--- src/rtl/egg_timer_pkg.sv ---
// Shared types, LED patterns and BCD helpers for the egg timer control unit.
package egg_timer_pkg;

   typedef enum logic [2:0] {
      SET_SEC,
      SET_MIN,
      RUN,
      PAUSE,
      DONE
   } state_e;

   localparam logic [9:0] LED_SET_SEC = 10'h001;
   localparam logic [9:0] LED_SET_MIN = 10'h002;
   localparam logic [9:0] LED_RUN     = 10'h004;
   localparam logic [9:0] LED_PAUSE   = 10'h008;
   localparam logic [9:0] LED_ALARM   = 10'h3FF;

   localparam logic [3:0] BCD_TENS_MAX = 4'd5;
   localparam logic [3:0] BCD_ONES_MAX = 4'd9;

   typedef struct packed {
      logic [3:0] min_tens;
      logic [3:0] min_ones;
      logic [3:0] sec_tens;
      logic [3:0] sec_ones;
   } bcd_time_t;

   function automatic logic [3:0] clamp(input logic [3:0] v,
                                        input logic [3:0] lim);
      return (v > lim) ? lim : v;
   endfunction

   // Ripple borrow from seconds ones up to minutes tens.
   function automatic bcd_time_t bcd_dec(input bcd_time_t t);
      bcd_time_t r;
      r = t;
      if (t.sec_ones != 4'd0) begin
         r.sec_ones = t.sec_ones - 4'd1;
      end else begin
         r.sec_ones = BCD_ONES_MAX;
         if (t.sec_tens != 4'd0) begin
            r.sec_tens = t.sec_tens - 4'd1;
         end else begin
            r.sec_tens = BCD_TENS_MAX;
            if (t.min_ones != 4'd0) begin
               r.min_ones = t.min_ones - 4'd1;
            end else begin
               r.min_ones = BCD_ONES_MAX;
               if (t.min_tens != 4'd0) r.min_tens = t.min_tens - 4'd1;
               else                    r.min_tens = BCD_TENS_MAX;
            end
         end
      end
      return r;
   endfunction

endpackage

--- src/rtl/egg_timer_control_unit_key_press_detect.sv ---
// Push-button synchronizer with falling-edge detect: one pulse per press.
module key_press_detect (
   input  logic clk,
   input  logic reset,
   input  logic key_n,
   output logic press
);

   logic [1:0] sync_q, sync_d;
   logic       prev_q, prev_d;

   always_comb begin
      sync_d = {sync_q[0], key_n};
      prev_d = sync_q[1];
   end

   always_ff @(posedge clk or posedge reset) begin
      if (reset) begin
         sync_q <= 2'b11;
         prev_q <= 1'b1;
      end else begin
         sync_q <= sync_d;
         prev_q <= prev_d;
      end
   end

   assign press = prev_q & ~sync_q[1];

endmodule

--- src/rtl/egg_timer_control_unit.sv ---
// Egg timer sequencer: set, countdown, pause and alarm over four BCD digits.
import egg_timer_pkg::*;

module egg_timer_control_unit #(
   parameter int unsigned MAX_TENS = 5,
   parameter int unsigned MAX_ONES = 9
) (
   input  logic       clk,
   input  logic       reset,
   input  logic       key_set_n,
   input  logic       key_run_n,
   input  logic [7:0] sw,
   input  logic       tick,
   output logic [3:0] min_tens,
   output logic [3:0] min_ones,
   output logic [3:0] sec_tens,
   output logic [3:0] sec_ones,
   output logic [9:0] ledr
);

   localparam logic [3:0] TMAX = MAX_TENS[3:0];
   localparam logic [3:0] OMAX = MAX_ONES[3:0];

   logic      set_press, run_press;
   state_e    state_q, state_d;
   bcd_time_t t_q, t_d, ld, dec;
   logic [9:0] ledr_q, ledr_d;

   key_press_detect u_key_set (
      .clk   (clk),
      .reset (reset),
      .key_n (key_set_n),
      .press (set_press)
   );

   key_press_detect u_key_run (
      .clk   (clk),
      .reset (reset),
      .key_n (key_run_n),
      .press (run_press)
   );

   always_comb begin
      state_d = state_q;
      t_d     = t_q;
      ld      = t_q;
      dec     = bcd_dec(t_q);
      unique case (state_q)
         SET_SEC, SET_MIN: begin
            if (state_q == SET_SEC) begin
               ld.sec_tens = clamp(sw[7:4], TMAX);
               ld.sec_ones = clamp(sw[3:0], OMAX);
            end else begin
               ld.min_tens = clamp(sw[7:4], TMAX);
               ld.min_ones = clamp(sw[3:0], OMAX);
            end
            t_d = ld;
            if (set_press)
               state_d = (state_q == SET_SEC) ? SET_MIN : SET_SEC;
            else if (run_press && ld != '0)
               state_d = RUN;
         end
         RUN: begin
            // A run press pre-empts a coincident tick.
            if (run_press) begin
               state_d = PAUSE;
            end else if (tick) begin
               t_d = dec;
               if (dec == '0) state_d = DONE;
            end
         end
         PAUSE: begin
            if (set_press)      state_d = SET_SEC;
            else if (run_press) state_d = RUN;
         end
         DONE: begin
            t_d = '0;
            if (set_press || run_press) state_d = SET_SEC;
         end
         default: state_d = SET_SEC;
      endcase
   end

   always_comb begin
      ledr_d = ledr_q;
      unique case (state_d)
         SET_SEC: ledr_d = LED_SET_SEC;
         SET_MIN: ledr_d = LED_SET_MIN;
         RUN:     ledr_d = LED_RUN;
         PAUSE:   ledr_d = LED_PAUSE;
         DONE: begin
            if (state_q != DONE) ledr_d = LED_ALARM;
            else if (tick)       ledr_d = ~ledr_q;
         end
         default: ledr_d = LED_SET_SEC;
      endcase
   end

   always_ff @(posedge clk or posedge reset) begin
      if (reset) begin
         state_q <= SET_SEC;
         t_q     <= '0;
         ledr_q  <= LED_SET_SEC;
      end else begin
         state_q <= state_d;
         t_q     <= t_d;
         ledr_q  <= ledr_d;
      end
   end

   assign min_tens = t_q.min_tens;
   assign min_ones = t_q.min_ones;
   assign sec_tens = t_q.sec_tens;
   assign sec_ones = t_q.sec_ones;
   assign ledr     = ledr_q;

endmodule

--- config.mk ---
export PLATFORM = sky130hd
export DESIGN_NAME = egg_timer_control_unit
export DESIGN_NICKNAME = d
export VERILOG_FILES = /design/src/rtl/egg_timer_pkg.sv /design/src/rtl/egg_timer_control_unit_key_press_detect.sv /design/src/rtl/egg_timer_control_unit.sv
export SDC_FILE = /design/constraint.sdc
export NUM_CORES = 1
export LEC_CHECK = 0
export CORE_MARGIN = 2
export CORE_UTILIZATION = 29
export CTS_CLUSTER_DIAMETER = 100
export CTS_CLUSTER_SIZE = 40
export DETAILED_ROUTE_END_ITERATION = 10
export GPL_ROUTABILITY_DRIVEN = 0
export PLACE_DENSITY = 0.5
export SYNTH_ARGS = -nofsm -noshare
export SYNTH_HDL_FRONTEND = slang
export SYNTH_SLANG_ARGS = --single-unit
--- constraint.sdc ---
create_clock -name clk -period 2.06 [get_ports clk]
set_input_delay 0.206 -clock clk [delete_from_list [all_inputs] [get_ports clk]]
set_output_delay 0.206 -clock clk [all_outputs]
set_load 0.05 [all_outputs]
**After elaboration in Yosys (flattened, before gate mapping)**

Index checks and enable logic that the tools add are counted.
Widths: inputs -> output; s select.

- $add $sub $neg: 4
- $lt $le $gt $ge: 2
- Equality and inequality tests: 12
- Mux-type cells: 29
- Bitwise logic cells: 5
- Reduce and logical (&&, ||, !) cells: 12

Operators with widths:

| operator | count |
|---|---|
| $pmux 16 s3 | 1 |
| $mux 8 | 5 |
| $pmux 10 s4 | 1 |
| $mux 16 | 2 |
| $mux 4 | 7 |
| $mux 3 | 8 |
| $mux 10 | 2 |
| $logic_not 16->1 | 1 |
| $reduce_bool 16->1 | 1 |
| $reduce_bool 4->1 | 4 |
| $sub 4x1->4 const B | 4 |
| $eq 3x2->1 const B | 4 |
| $mux 12 | 1 |
| $pmux 3 s4 | 1 |
| $not 10->10 | 1 |
| $eq 3x1->1 const B | 2 |
| $eq 3x3->1 const B | 2 |
| $ne 3x3->1 const B | 2 |
| $gt 4x3->1 const B | 1 |
| $gt 4x4->1 const B | 1 |
| $ne 2x2->1 const B | 2 |
| $logic_not 3->1 | 1 |
| $reduce_and 3->1 | 1 |
| $reduce_bool 3->1 | 1 |
| 6 further kinds | 8 |

- Bits in registers: 35
- Logic and storage cells: 74

**Longest topological paths before layout**

Gate-level depths: netlist (run 1).

- Depth in word-level cells: 12
- Depth in mapped cells: 10
- Mapped depth without buffers: 8

**Hierarchy**

From an unflattened synthesis (run 1), not the netlist that was laid out.

- Cells, all modules: 249
- Area, all modules: 2232.1 sq um

Modules (own cells, without submodules):

| module | times used | cells an instance | area each (sq um) | seq. area each (sq um) |
|---|---|---|---|---|
| egg_timer_control_unit | 1 | 239 | 2039.5 | 726.9 |
| key_press_detect | 2 | 5 | 96.3 | 78.8 |

**Worst setup path after synthesis (run 1)**

Ideal clock, no wire load.

- Kind: register -> register
- Start: reg t_q (netlist bit sec_ones[0])
- End: reg ledr_q[1], in the netlist ledr[1]
- Data arrival time: 2411 ps
- Data required time: 1978 ps
- Slack: -433 ps
- Stages on the path, launching flop included: 10
- Clock period less this slack: 2493 ps
- Cell sequence: dfrtp_1 -> inv_1 -> ha_1 -> clkbuf_1 -> o311a_1 -> nor4b_2 -> nand4_2 -> o21a_1 -> buf_6 -> a22oi_2

- Longest elaborated chain between the ends: 9
- Elaborated cells on any way between the ends: 21
- Those cells by class: add/sub (1); eq/ne (5); mux (11); reduce/logical (4)

RTL lines:

| element | RTL line | text |
|---|---|---|
| from (decl) | egg_timer_control_unit.sv:26 | `bcd_time_t t_q, t_d, ld, dec;` |
| from (signal assigned) | egg_timer_control_unit.sv:106 | `t_q <= t_d;` |
| $sub 4x1->4, or another cell as far along | egg_timer_pkg.sv:38 | `r.sec_ones = t.sec_ones - 4'd1;` |
| $mux 4, or another cell as far along | egg_timer_pkg.sv:37 | `if (t.sec_ones != 4'd0) begin` |
| $logic_not 16->1 or $reduce_bool 16->1 (tied branches) | egg_timer_control_unit.sv:69, egg_timer_control_unit.sv:60 |  |
| $mux 3 or $logic_and 1x1->1 (tied branches) | egg_timer_control_unit.sv:69, egg_timer_control_unit.sv:60 |  |
| $mux 3, on equally long branches | egg_timer_control_unit.sv:67, egg_timer_control_unit.sv:60 |  |
| $mux 3, on equally long branches | egg_timer_control_unit.sv:65, egg_timer_control_unit.sv:58 |  |
| $pmux 3 s4 * | egg_timer_control_unit.sv:48 | `unique case (state_q)` |
| $eq 3x3->1, or another cell as far along | egg_timer_control_unit.sv:86 | `unique case (state_d)` |
| $pmux 10 s4 or $ne 3x3->1 (tied branches) | - |  |
| to (signal assigned) | egg_timer_control_unit.sv:107 | `ledr_q <= ledr_d;` |
| to (decl) | egg_timer_control_unit.sv:27 | `logic [9:0] ledr_q, ledr_d;` |

Every way passes the cells marked *; elsewhere a longest branch is shown, timed or not. The select of a mux whose other input is x is not followed.
A chain may end at the register's enable or synchronous reset.

**Worst setup path in the final report (run 1)**

- Start: reg t_q (netlist bit sec_ones[0])
- End: reg ledr_q[0], in the netlist ledr[0]

- Longest elaborated chain between the ends: 9
- Elaborated cells on any way between the ends: 21
- Those cells by class: add/sub (1); eq/ne (5); mux (11); reduce/logical (4)

RTL lines:

| element | RTL line | text |
|---|---|---|
| $sub 4x1->4, or another cell as far along | egg_timer_pkg.sv:38 |  |
| $mux 4, or another cell as far along | egg_timer_pkg.sv:37 |  |
| $logic_not 16->1 or $reduce_bool 16->1 (tied branches) | egg_timer_control_unit.sv:69, egg_timer_control_unit.sv:60 |  |
| $mux 3 or $logic_and 1x1->1 (tied branches) | egg_timer_control_unit.sv:69, egg_timer_control_unit.sv:60 |  |
| $mux 3, on equally long branches | egg_timer_control_unit.sv:67, egg_timer_control_unit.sv:60 |  |
| $mux 3, on equally long branches | egg_timer_control_unit.sv:65, egg_timer_control_unit.sv:58 |  |
| $pmux 3 s4 * | egg_timer_control_unit.sv:48 |  |
| named net state_d[1] | egg_timer_control_unit.sv:25 | `state_e state_q, state_d;` |
| $eq 3x3->1, or another cell as far along | egg_timer_control_unit.sv:86 |  |
| $pmux 10 s4 or $ne 3x3->1 (tied branches) | - |  |

The timed path passes the listed nets; every way through them passes the cells marked *. The select of a mux whose other input is x is not followed.

==> summary.md, run 1 <==
| Metric | Value |
|---|---|
| Failing checks | `negative setup slack` |
| Non-filler cells in the finished layout | `443` |
| DR WL/cell | `16.0 µm` |
| NetSw | `2.31 mW` |
| Pleak | `1.39 nW` |
| Logic gate share of total power | `63.1%` |
| Rel. slew slack | `66.4%` |
| Worst setup EP type | `register` |
| Detailed Place HPWL | `5200 µm` |
| Row count | `32` |
| Most common cell after layout, fill and taps aside | `buf_4` |
| Avg Inst Size Synth | `8.84 µm²` |
| Root buffer cell | `clkbuf_8` |
| Skew final | `10.3 ps` |
| Primary FF master, synth | `dfrtp_1` |
| Hold_buf cts | `0` |
| Critical path type | `reg2reg` |
| Max-cap violation count | `0` |
| First-pass GRT wire length | `11,500 µm` |
| Core area | `7650 µm²` |
| Crit path DAT | `2270 ps` |
| Final setup vio count | `2` |
| Async SR Flop Fraction | `100%` |
| Initial antenna violation count | `0` |
| Sink Count | `35` |
| Final Critical Period | `2070 ps` |
| Total power | `5.03 mW` |
| CTS tree | `done` |
| Pint | `2.72 mW` |
| Final hold violation count | `0` |
| Worst reg-to-reg setup slack | `-10 ps` |
| Required time of the critical path | `2260 ps` |
| Initial DRC count | `201` |
| Port Buf Inserts | `38` |
| Pwr per Cell Area | `1500 nW/µm²` |
| Sequential Power Share | `21.9%` |
| Yosys top cell by area | `dfrtp_1` |
| Seq cells post-synth | `35` |
| Starting Density | `29.7%` |
| Syn Inst Count | `257` |
| Number of diodes | `0` |
| Post-synth cell types | `63` |
| Full die area | `8550 µm²` |
| Vias in the first global route | `2,253` |
| Critical Path Fanout Max | `4` |
| Yosys warns | `0` |
| Register area share after synthesis | `39.0%` |
| Final setup margin | `-11.2 ps` |
| Max Transition Viols Final | `0` |
| Clock-pin slew on the worst setup and hold paths | `80 ps` |
| Highest clock rate | `483 MHz` |
| Final instance area | `3350 µm²` |
| Layer carrying the most global-route usage | `met2` |
| Post-DRT Antenna Nets | `0` |
| RSZ-0062 raised after global routing | `yes` |
| Total GRT Usage | `17.0%` |
| Dpl cell area | `3090 µm²` |
| Share of the synthesized area in the top cell type | `30.9%` |
| Met3 global-route usage | `3.58%` |
| I/O pins | `39` |
| Met2 Use GR | `26.3%` |
| Mapped Area | `2270 µm²` |
| H-Tree Depth | `2` |
| CTS Buffer Depth | `2` |
| Commonest non-fill, non-tap cells in the layout | `50 x buf_4, 37 x clkdlybuf4s50_1, 23 x o21ai_0, 23 x nand2_1, 23 x nor2_1` |
| DRT Wirelength | `7090 µm` |
| Die X | `92.5 µm` |
| Grt met1 use | `24.0%` |
| Net Count, Synth | `272` |
| Pre-Repair DR Iteration Count | `6` |
| Via count | `2,303` |
| CTS Buf Count | `5` |
| Synth area leaders | `dfrtp_1 31%, dfstp_2 8.1%, o21ai_0 5.3%` |
| Placed instance count | `428` |
| Final #Nets | `355` |
| VDD IR max | `0.000505 V` |
| Clk Latency, worst-skew pair | `290 ps` |
| Layout cells sized above 1 | `32.3%` |
| Vias/cell | `5.20` |
| Final period util | `101%` |
| EDFF count, synth | `0` |
| CP startpoint | `sec_ones[0]$_DFFE_PP0P_` |
| Core Util, Final | `43.8%` |
| Die height | `92.5 µm` |
| FF-to-FF path depth | `6` |
| Reg2reg end | `ledr[0]$_DFFE_PP1P_` |
| GRT Residual Overflow | `0` |
| Hold crit path type | `in2async` |
| Reg2reg start | `sec_ones[0]$_DFFE_PP0P_` |
| Clk pwr share | `15.0%` |
| Largest net degree at the start of global routing | `36` |
| Critical Path Start Type | `register` |
| Status | `finished with violations` |
| Tightest Pin Transition | `504 ps` |
| Sw frac | `45.9%` |
| Area grow syn2layout | `47.4%` |
| Residual DRC | `0` |
==> routing by layer <==
metal,up-vias,share of wire [%]
li1,1106,-
met1,1092,46
met2,95,46
met3,10,6.2
met4,0,1.7
met5,-,0
==> registers in the layout, indices dropped and copies added (netlist names) <==
signal / cells
ledr: 10
min_ones: 4
min_tens: 4
sec_ones: 4
sec_tens: 4
state_q: 3
u_key_run.sync_q: 2
u_key_set.sync_q: 2
u_key_run.prev_q: 1
u_key_set.prev_q: 1
==> worst max-delay path, stage by stage (launching register included) <==
cell and delay [ps]:
dfrtp_2 430, or4b_1 520, o311a_1 160, nor4b_4 250
nand4_2 160, a22o_1 260, o32ai_2 210
==> synth_stat cells (2+ instances only) <==
cell       instances
dfrtp_1           28
nor2_1            24
o21ai_0           24
nand2_1           23
a21oi_1           15
clkbuf_1          11
nor3_1            10
inv_1              8
dfstp_2            7
xnor2_1            7
mux2i_1            6
nand3_1            6
a22oi_1            4
nand4_1            4
nor2b_1            4
o2bb2ai_1          4
a31oi_1            3
a41oi_1            3
inv_2              3
nand2b_1           3
o21a_1             3
or2_2              3
a211o_1            2
a21boi_0           2
a22o_1             2
a22oi_2            2
a32o_1             2
buf_6              2
ha_1               2
nand3b_1           2
nand4b_1           2
nor2_2             2
nor4_1             2
o41ai_1            2
xor2_1             2
==> area by class of cell <==
type	instances	area, µm²
Clock inverter	3	67.6
Fill cell	777	4300
Inverter	11	43.8
Timing Repair Buffer	90	781
Clock buffer	5	68.8
Multi-Input combinational cell	197	1360
Sequential cell	35	895
Tap cell	102	128
==> cells by family after synthesis <==
logic type	count (synthesis)	synth area share (%)
AOI/OAI and AO/OA	79	24.0
xor gates and xnor gates	9	3.47
adders and majority gates	2	1.10
buffers and inverters	25	4.79
DFF	35	39.0
muxes	7	3.31
and+or+nand+nor	100	24.4
==> through the flow <==
stage	setup WS (ps)	TNS (ps)	hold slack, ps
after floorplan	-120	-929	210
after CTS	-67.6	-111	308
after global routing	-159	-817	314
after detailed placement	-203	-1800	348
after global placement	-189	-1680	346
final	-11.2	-14.3	305
==> how the worst max path moves through the flow <==
stage,end,slack (ps),cells after the start
6_report,ledr[0]$_DFFE_PP1P_,-10,6
5_1_grt,ledr[0]$_DFFE_PP1P_,-160,7
4_1_cts,ledr[0]$_DFFE_PP1P_,-70,6
3_5_place_dp,ledr[1]$_DFFE_PP0P_,-200,6
3_3_place_gp,ledr[1]$_DFFE_PP0P_,-190,6
2_1_floorplan,ledr[1]$_DFFE_PP0P_,-120,9
==> timing repair <==
item                                    in CTS  in global routing
pin swaps                                   10                  5
endpoints found under the setup margin      12                 16
resized for setup                            4                 14
setup buffers                                6                  1
==> power groups by stage <==
stage	Combinational (mW)	Clock [mW]	Sequential [mW]
after detailed placement	2.96	0	1.11
after CTS	3.08	0.781	1.09
after global routing	3.40	0.801	1.14
final	3.17	0.755	1.10
after global placement	2.97	0	1.11
after floorplan	1.25	0	1.65
No activity file was read; power rests on OpenSTA's default activity.
==> run 2: changes to the inputs <==
--- a/config.mk
+++ b/config.mk
@@ -11,7 +11,7 @@
 export CTS_CLUSTER_SIZE = 40
 export DETAILED_ROUTE_END_ITERATION = 10
 export GPL_ROUTABILITY_DRIVEN = 0
-export PLACE_DENSITY = 0.5
+export PLACE_DENSITY = 0.48
 export SYNTH_ARGS = -nofsm -noshare
 export SYNTH_HDL_FRONTEND = slang
 export SYNTH_SLANG_ARGS = --single-unit
==> constraint.sdc (replaced) <==
create_clock -name clk -period 2.5 [get_ports clk]
set_input_delay 0.25 -clock clk [delete_from_list [all_inputs] [get_ports clk]]
set_output_delay 0.25 -clock clk [all_outputs]
set_load 0.05 [all_outputs]
==> run 2 against run 1 <==
- the flow now finishes without violations
- routed wire length fell by 4.8%
- highest routed layer unchanged
- combinational power fell by 32%
- clock power fell by 25%
- global-route usage fell by 0.66 points
- clock skew barely moved
==> summary.md, run 2 (same netlist as run 1, synthesis figures left out) <==
| Metric | Value |
|---|---|
| Delay-heaviest family, CP | `simple AND/OR/NAND/NOR gates` |
| Critical path type | `reg2reg` |
| H-Tree Depth | `2 (unchanged)` |
| Worst setup EP type | `register` |
| Placed instance count | `401 (-6.3%)` |
| Status | `complete, no violations` |
| Reg2reg end | `ledr[0]$_DFFE_PP1P_` |
| Max Transition Viols Final | `0 (unchanged)` |
| Pwr per Cell Area | `1220 nW/µm² (-19%)` |
| Port Buf Inserts | `38 (unchanged)` |
| Post-DRT Antenna Nets | `0 (unchanged)` |
| Commonest non-fill, non-tap cells in the layout | `38 x clkdlybuf4s50_1, 28 x dfrtp_1, 24 x o21ai_0, 24 x nor2_1, 23 x nand2_1` |
| Critical path, cell by cell | `buf_4, or4b_1, o311a_1, nor4b_2, nand4_2, a22o_1, o32ai_2` |
| Vias in the first global route | `2,144 (-4.8%)` |
| Vias/cell | `5.22 (+0.41%)` |
| Crit-path max cell delay | `520 ps (about the same)` |
| Largest net degree at the start of global routing | `36 (unchanged)` |
| Row count | `32 (unchanged)` |
| RSZ-0062 raised after global routing | `no` |
| Worst reg-to-reg setup slack | `200 ps (+210 ps)` |
| FF-to-FF path depth | `7 (+1)` |
| Crit path DAT | `2500 ps (+230 ps)` |
| Final hold violation count | `0 (unchanged)` |
| Worst Setup EP | `ledr[0]$_DFFE_PP1P_` |
| Max-cap violation count | `0 (unchanged)` |
| DR WL/cell | `16.5 µm (+3.1%)` |
| Area grow syn2layout | `30.9%` |
| First-pass GRT wire length | `11,100 µm (-3.6%)` |
| I/O pins | `39 (unchanged)` |
| Highest clock rate | `435 MHz (-10%)` |
| Rel. slew slack | `64.9% (-1.4 points)` |
| GRT Residual Overflow | `0 (unchanged)` |
| Final setup vio count | `0 (-2)` |
| Reg2reg start | `sec_ones[0]$_DFFE_PP0P_` |
| Die height | `92.5 µm (unchanged)` |
| Full die area | `8550 µm² (unchanged)` |
| Worst hold margin | `352 ps (+47.2 ps)` |
| Postcts setup bufs | `0 (-6)` |
| Tightest Pin Transition | `524 ps (+20.6 ps)` |
| Die X | `92.5 µm (unchanged)` |
| CTS Buf Count | `5 (unchanged)` |
| Most common cell after layout, fill and taps aside | `clkdlybuf4s50_1` |
| Seq. cell area | `885 µm² (-1.1%)` |
| Number of diodes | `0 (unchanged)` |
| Root buffer cell | `clkbuf_8` |
| Critical Path Fanout Max | `4 (unchanged)` |
| Core area | `7650 µm² (unchanged)` |
| Final #Nets | `321 (-9.6%)` |
| Pleak | `1.20 nW (-14%)` |
| Required time of the critical path | `2700 ps (+440 ps)` |
| Non-filler cells in the finished layout | `409 (-7.7%)` |
| Pint | `1.86 mW (-32%)` |
| Final Critical Period | `2300 ps (+230 ps)` |
| Critical Path Start Type | `register` |
| Residual DRC | `0 (unchanged)` |
| VDD IR max | `0.000434 V (-14%)` |
| Slowest cell on crit path | `or4b_1` |
| Sequential Power Share | `25.3% (+3.4 points)` |
| Hold crit path type | `in2async` |
| Initial antenna violation count | `0 (unchanged)` |
| Total GRT Usage | `16.4% (-0.66 points)` |
| Pre-Repair DR Iteration Count | `4 (-2)` |
| Skew final | `10.2 ps (-0.115 ps)` |
| CTS tree | `done` |
| Clock-pin slew on the worst setup and hold paths | `80 ps (about the same)` |
| Buf/Inv on CP | `1 (+1)` |
| Stages on the worst setup path | `7 (+1)` |
| Layout cells sized above 1 | `18.9% (-13 points)` |
| Clk Latency, worst-skew pair | `290 ps (about the same)` |
| FILL cells | `767 (-1.3%)` |
| Max reg flops | `10 (unchanged)` |
| Post-Route Setup TNS | `0 ps (+14.3 ps)` |
| Starting Density | `29.7% (unchanged)` |
| Detailed Place HPWL | `4910 µm (-5.5%)` |
| CTS Buffer Depth | `2 (unchanged)` |
| CP startpoint | `sec_ones[0]$_DFFE_PP0P_` |
| Logic gate share of total power | `59.2% (-3.9 points)` |
| Via count | `2,135 (-7.3%)` |
| NetSw | `1.78 mW (-23%)` |
| Total power | `3.64 mW (-28%)` |
| Sw frac | `49.0% (+3.1 points)` |
| Clk pwr share | `15.5% (+0.5 points)` |
| Area of the multi-input gates | `1280 µm² (-6.1%)` |
| Sink Count | `35 (unchanged)` |
| DRT Wirelength | `6750 µm (-4.8%)` |
| Initial DRC count | `165 (-18%)` |
| Final period util | `92.0% (-8.5 points)` |
-- run 2: changes by cell type in the layout (fill, tap and decap cells not counted), sizes merged --
cell           before  now
inv                11   12
buf                52   18
clkdlybuf4s50      37   38
dlymetal6s2s        1    0
bufinv              2    1
clkbuf              5    6
clkinvlp            1    0
-- run 2: worst min path at each step --
stage,startpoint,to,slack (ps),depth (start not counted)
floorplan,key_run_n,u_key_run.sync_q[0]$_DFF_PP1_,250,0
global placement,u_key_set.sync_q[0]$_DFF_PP1_,u_key_set.sync_q[1]$_DFF_PP1_,350,0
detailed placement,u_key_set.sync_q[0]$_DFF_PP1_,u_key_set.sync_q[1]$_DFF_PP1_,350,0
CTS,key_run_n,u_key_run.sync_q[0]$_DFF_PP1_,350,1
global route,key_run_n,u_key_run.sync_q[0]$_DFF_PP1_,360,1
finish,reset,ledr[1]$_DFFE_PP0P_,350,3
-- run 2: power groups by stage --
stage / Combinational, mW / Sequential (mW) / Clock, mW
floorplan: 0.989 / 1.34 / 0
global placement: 2.15 / 0.935 / 0
detailed placement: 2.13 / 0.927 / 0
CTS: 2.14 / 0.919 / 0.576
global route: 2.32 / 0.951 / 0.599
finish: 2.15 / 0.921 / 0.563
-- run 2: timing repair --
item | CTS | global route
hold buffers | 0 | 0
gates resized for setup | 0 | 2
endpoints found under the setup margin | 0 | 10
-- run 2: layer usage --
metal  part of all wire (%)  track usage, %  vias to the layer above
li1                       -               -                     1038
met1                     47            22.2                     1025
met2                     47            26.5                       66
met3                    4.6            3.42                        6
met4                    1.3            4.48                        0
met5                      0               0                        -
-- run 2: final cells by class --
type                    instances  area share (%)
clock buffers                   6            2.78
repair buffers                 56            17.3
well taps                     102            4.29
inverters                      11            1.39
flip-flops and latches         35            29.8
multi-input cells             197            43.1
clock inverters                 2            1.31
-- run 2: per-stage QoR --
stage          worst slack, ps  cell area (µm²)  utilization, %
6_report                   199             2970            38.9
5_1_grt                   83.6             2970            38.9
4_1_cts                   75.0             2970            38.8
3_5_place_dp              93.1             2850            37.2
3_3_place_gp               153             2850            37.2
2_1_floorplan             6.79             2270               -
-- run 2: worst register-to-register path: cells and delay by family, from the launching register on --
kind,cells,cell delay (ps)
compound gates,3,680
buf+inv,1,150
flops,1,390
simple gates,3,990
==> run 3: changes to the inputs <==
--- a/config.mk
+++ b/config.mk
@@ -5,12 +5,13 @@
 export SDC_FILE = /design/constraint.sdc
 export NUM_CORES = 1
 export LEC_CHECK = 0
+export ABC_AREA = 1
 export CORE_MARGIN = 2
 export CORE_UTILIZATION = 29
 export CTS_CLUSTER_DIAMETER = 100
-export CTS_CLUSTER_SIZE = 40
 export DETAILED_ROUTE_END_ITERATION = 10
 export GPL_ROUTABILITY_DRIVEN = 0
+export HOLD_SLACK_MARGIN = 0.08
 export PLACE_DENSITY = 0.48
 export SYNTH_ARGS = -nofsm -noshare
 export SYNTH_HDL_FRONTEND = slang
==> run 3 against run 2 <==
- global-route usage decreased by 0.095 points
- routed wire length increased by 1.6%
- sequential share of layout area decreased by 0.31 points
- worst hold slack improved by 3.6 ps
- setup slack improved by 20 ps
- critical endpoint is now ledr[3]$_DFFE_PP0P_
==> summary.md, run 3 <==
| Metric | Value |
|---|---|
| Worst setup EP type | `register` |
| Largest family of logic cells by synthesized area | `simple AND/OR/NAND/NOR gates` |
| Simple-Gate Fraction of Synth Area | `34.6% (+10 points)` |
| Vias/cell | `4.81 (-7.8%)` |
| Post-synth cell types | `36 (-43%)` |
| Dpl cell area | `2890 µm² (+1.5%)` |
| NetSw | `2.19 mW (+23%)` |
| Tightest Pin Transition | `769 ps (+245 ps)` |
| CTS Buffer Depth | `2 (unchanged)` |
| Post-Route Setup TNS | `0 ps (unchanged)` |
| FILL cells | `858 (+12%)` |
| Via count | `2,407 (+13%)` |
| Commonest non-fill, non-tap cells in the layout | `96 x nand2_1, 42 x inv_1, 42 x nor2_1` |
| Worst hold margin | `355 ps (+3.55 ps)` |
| H-Tree Depth | `2 (unchanged)` |
| Mux contribution to synthesized area | `0% (-3.3 points)` |
| Clk pwr share | `11.4% (-4.1 points)` |
| Total GRT Usage | `16.3% (-0.095 points)` |
| Pleak | `1.43 nW (+19%)` |
| Crit path DAT | `2460 ps (-40 ps)` |
| Final #Nets | `412 (+28%)` |
| Compound-gate portion of the synthesized area | `15.0% (-9.0 points)` |
| Residual DRC | `0 (unchanged)` |
| Max reg flops | `10 (unchanged)` |
| Critical Path Start Type | `register` |
| CTS tree | `done` |
| Async SR Flop Fraction | `100% (unchanged)` |
| Seq cells post-synth | `35 (unchanged)` |
| Non-filler cells in the finished layout | `500 (+22%)` |
| Adder-Cell Fraction of Synth Area | `1.06% (-0.039 points)` |
| DRT Wirelength | `6850 µm (+1.6%)` |
| DR WL/cell | `13.7 µm (-17%)` |
| Sequential Power Share | `24.2% (-1.1 points)` |
| Die X | `94.1 µm (+1.8%)` |
| Full die area | `8860 µm² (+3.5%)` |
| Core area | `7810 µm² (+2.1%)` |
| Port Buf Inserts | `38 (unchanged)` |
| Initial DRC count | `212 (+28%)` |
| Pwr per Cell Area | `1340 nW/µm² (+9.3%)` |
| Yosys warns | `0 (unchanged)` |
| GRT Residual Overflow | `0 (unchanged)` |
| Final period util | `91.2% (-0.81 points)` |
| CTS Buf Count | `5 (unchanged)` |
| Max-cap violation count | `0 (unchanged)` |
| Vias in the first global route | `2,400 (+12%)` |
| Skew final | `12.7 ps (+2.54 ps)` |
| Most common cell after layout, fill and taps aside | `nand2_1` |
| Xor/xnor cell area share of the yosys netlist | `2.60% (-0.87 points)` |
| Place WS | `186 ps (+93.4 ps)` |
| Row count | `32 (unchanged)` |
| Highest clock rate | `438 MHz (+0.89%)` |
| EDFF count, synth | `0 (unchanged)` |
| Mapped Area | `2350 µm² (+3.7%)` |
| Final instance area | `3000 µm² (+1.1%)` |
| Rel. slew slack | `48.5% (-16 points)` |
| Syn Inst Count | `351 (+37%)` |
| Synth area leaders | `dfrtp_1 30%, nand2_1 15%, dfstp_2 7.8%` |
| Number of diodes | `0 (unchanged)` |
| Die height | `94.1 µm (+1.8%)` |
| Clk Latency, worst-skew pair | `290 ps (about the same)` |
| Initial antenna violation count | `0 (unchanged)` |
| Most frequent cells after synthesis | `96 x nand2_1, 42 x inv_1, 42 x nor2_1, 36 x nand3_1, 28 x dfrtp_1` |
| Top-count cell post-synth | `nand2_1` |
| Layout cells sized above 1 | `9.55% (-9.3 points)` |
| Required time of the critical path | `2680 ps (-20 ps)` |
| Sink Count | `35 (unchanged)` |
| Final setup vio count | `0 (unchanged)` |
| Post-DRT Antenna Nets | `0 (unchanged)` |
| Primary FF master, synth | `dfrtp_1` |
| Core Util, Final | `38.5% (-0.40 points)` |
| Status | `complete, no violations` |
| Postcts setup bufs | `0 (unchanged)` |
| Share of the synthesized area in the top cell type | `29.8% (-1.1 points)` |
| Yosys top cell by area | `dfrtp_1` |
| Total power | `4.02 mW (+10%)` |
| Final Critical Period | `2280 ps (-20.3 ps)` |
| I/O pins | `39 (unchanged)` |
| Register area share after synthesis | `37.6% (-1.4 points)` |
| Sw frac | `54.5% (+5.5 points)` |
| Critical path type | `reg2reg` |
| Placed instance count | `492 (+23%)` |
| Final hold violation count | `0 (unchanged)` |
| Critical Path Fanout Max | `7 (+3)` |
| Final setup margin | `219 ps (+20.3 ps)` |
| Starting Density | `30.2% (+0.46 points)` |
| Logic gate share of total power | `64.4% (+5.2 points)` |
| Net Count, Synth | `366 (+35%)` |
| Root buffer cell | `clkbuf_8` |
| Max Transition Viols Final | `0 (unchanged)` |
| Pint | `1.83 mW (-1.5%)` |
| Hold crit path type | `reg2reg` |
| Clock-pin slew on the worst setup and hold paths | `70 ps (about the same)` |
| VDD IR max | `0.000541 V (+25%)` |
| Detailed Place HPWL | `5160 µm (+5.0%)` |
| Avg Inst Size Synth | `6.71 µm² (-24%)` |
| Pre-Repair DR Iteration Count | `4 (unchanged)` |
| RSZ-0062 raised after global routing | `no` |
| Largest net degree at the start of global routing | `36 (unchanged)` |
| Area grow syn2layout | `27.5%` |
| First-pass GRT wire length | `11,300 µm (+1.6%)` |
-- run 3: power by group through the flow --
stage	Combinational [mW]	Clock (mW)	Sequential, mW
floorplan	1.32	0	1.43
global placement	2.59	0	0.987
detailed placement	2.57	0	0.987
CTS	2.58	0.485	0.976
global route	2.88	0.512	1.01
finish	2.59	0.460	0.972
-- run 3: cell type report --
cell class                      count  area [µm²]  share of cell area [%]
Clock buffer                        8         100                    3.33
Inverter                           48         180                    6.00
Multi-Input combinational cell    261        1270                    42.3
Sequential cell                    35         885                    29.5
Tap cell                          102         128                    4.25
Timing Repair Buffer               46         440                    14.7
-- run 3: timing repair --
| item | CTS | global route |
|---|---|---|
| endpoints found under the setup margin | 0 | 8 |
| hold buffers | 0 | 0 |
| resized for setup | 0 | 3 |
-- run 3: final timing paths --
kind,startpoint,to,slack [ps],cells past startpoint
setup / recovery,sec_ones[0]$_DFFE_PP0P_,ledr[3]$_DFFE_PP0P_,220,15
hold / removal,u_key_run.sync_q[0]$_DFF_PP1_,u_key_run.sync_q[1]$_DFF_PP1_,360,0
setup reg to reg,sec_ones[0]$_DFFE_PP0P_,ledr[3]$_DFFE_PP0P_,220,15
hold reg to reg,u_key_run.sync_q[0]$_DFF_PP1_,u_key_run.sync_q[1]$_DFF_PP1_,360,0
max in group asynchronous,reset,ledr[0]$_DFFE_PP1P_,1790,3
min in group asynchronous,reset,sec_tens[2]$_DFFE_PP0P_,370,3
-- run 3: per-layer routing --
metal | vias to the layer above | global-route usage, % | wire, µm
met5 | - | 0 | 0
met4 | 0 | 5.31 | 61
met3 | 8 | 3.13 | 323
met2 | 62 | 26.8 | 3200
met1 | 1105 | 21.4 | 3270
li1 | 1232 | - | -
-- run 3: worst max-delay path: stages (launching register included) --
cell and delay (ps):
dfrtp_1 430, inv_1 110, ha_2 250, nand3_4 130, nor2_4 210, nand2_1 110
nand2_1 80, nand2_1 90, nor2_1 110, nand3_1 70, nor2_1 80, nand3_1 100
nand2_2 150, nand2_2 90, o21ai_1 120, inv_1 40
-- run 3: cell families after synthesis --
family,Yosys count
xor gates and xnor gates,7
adders and majority gates,2
and+or+nand+nor,190
DFF,35
buffers and inverters,55
AOI/OAI and AO/OA,62
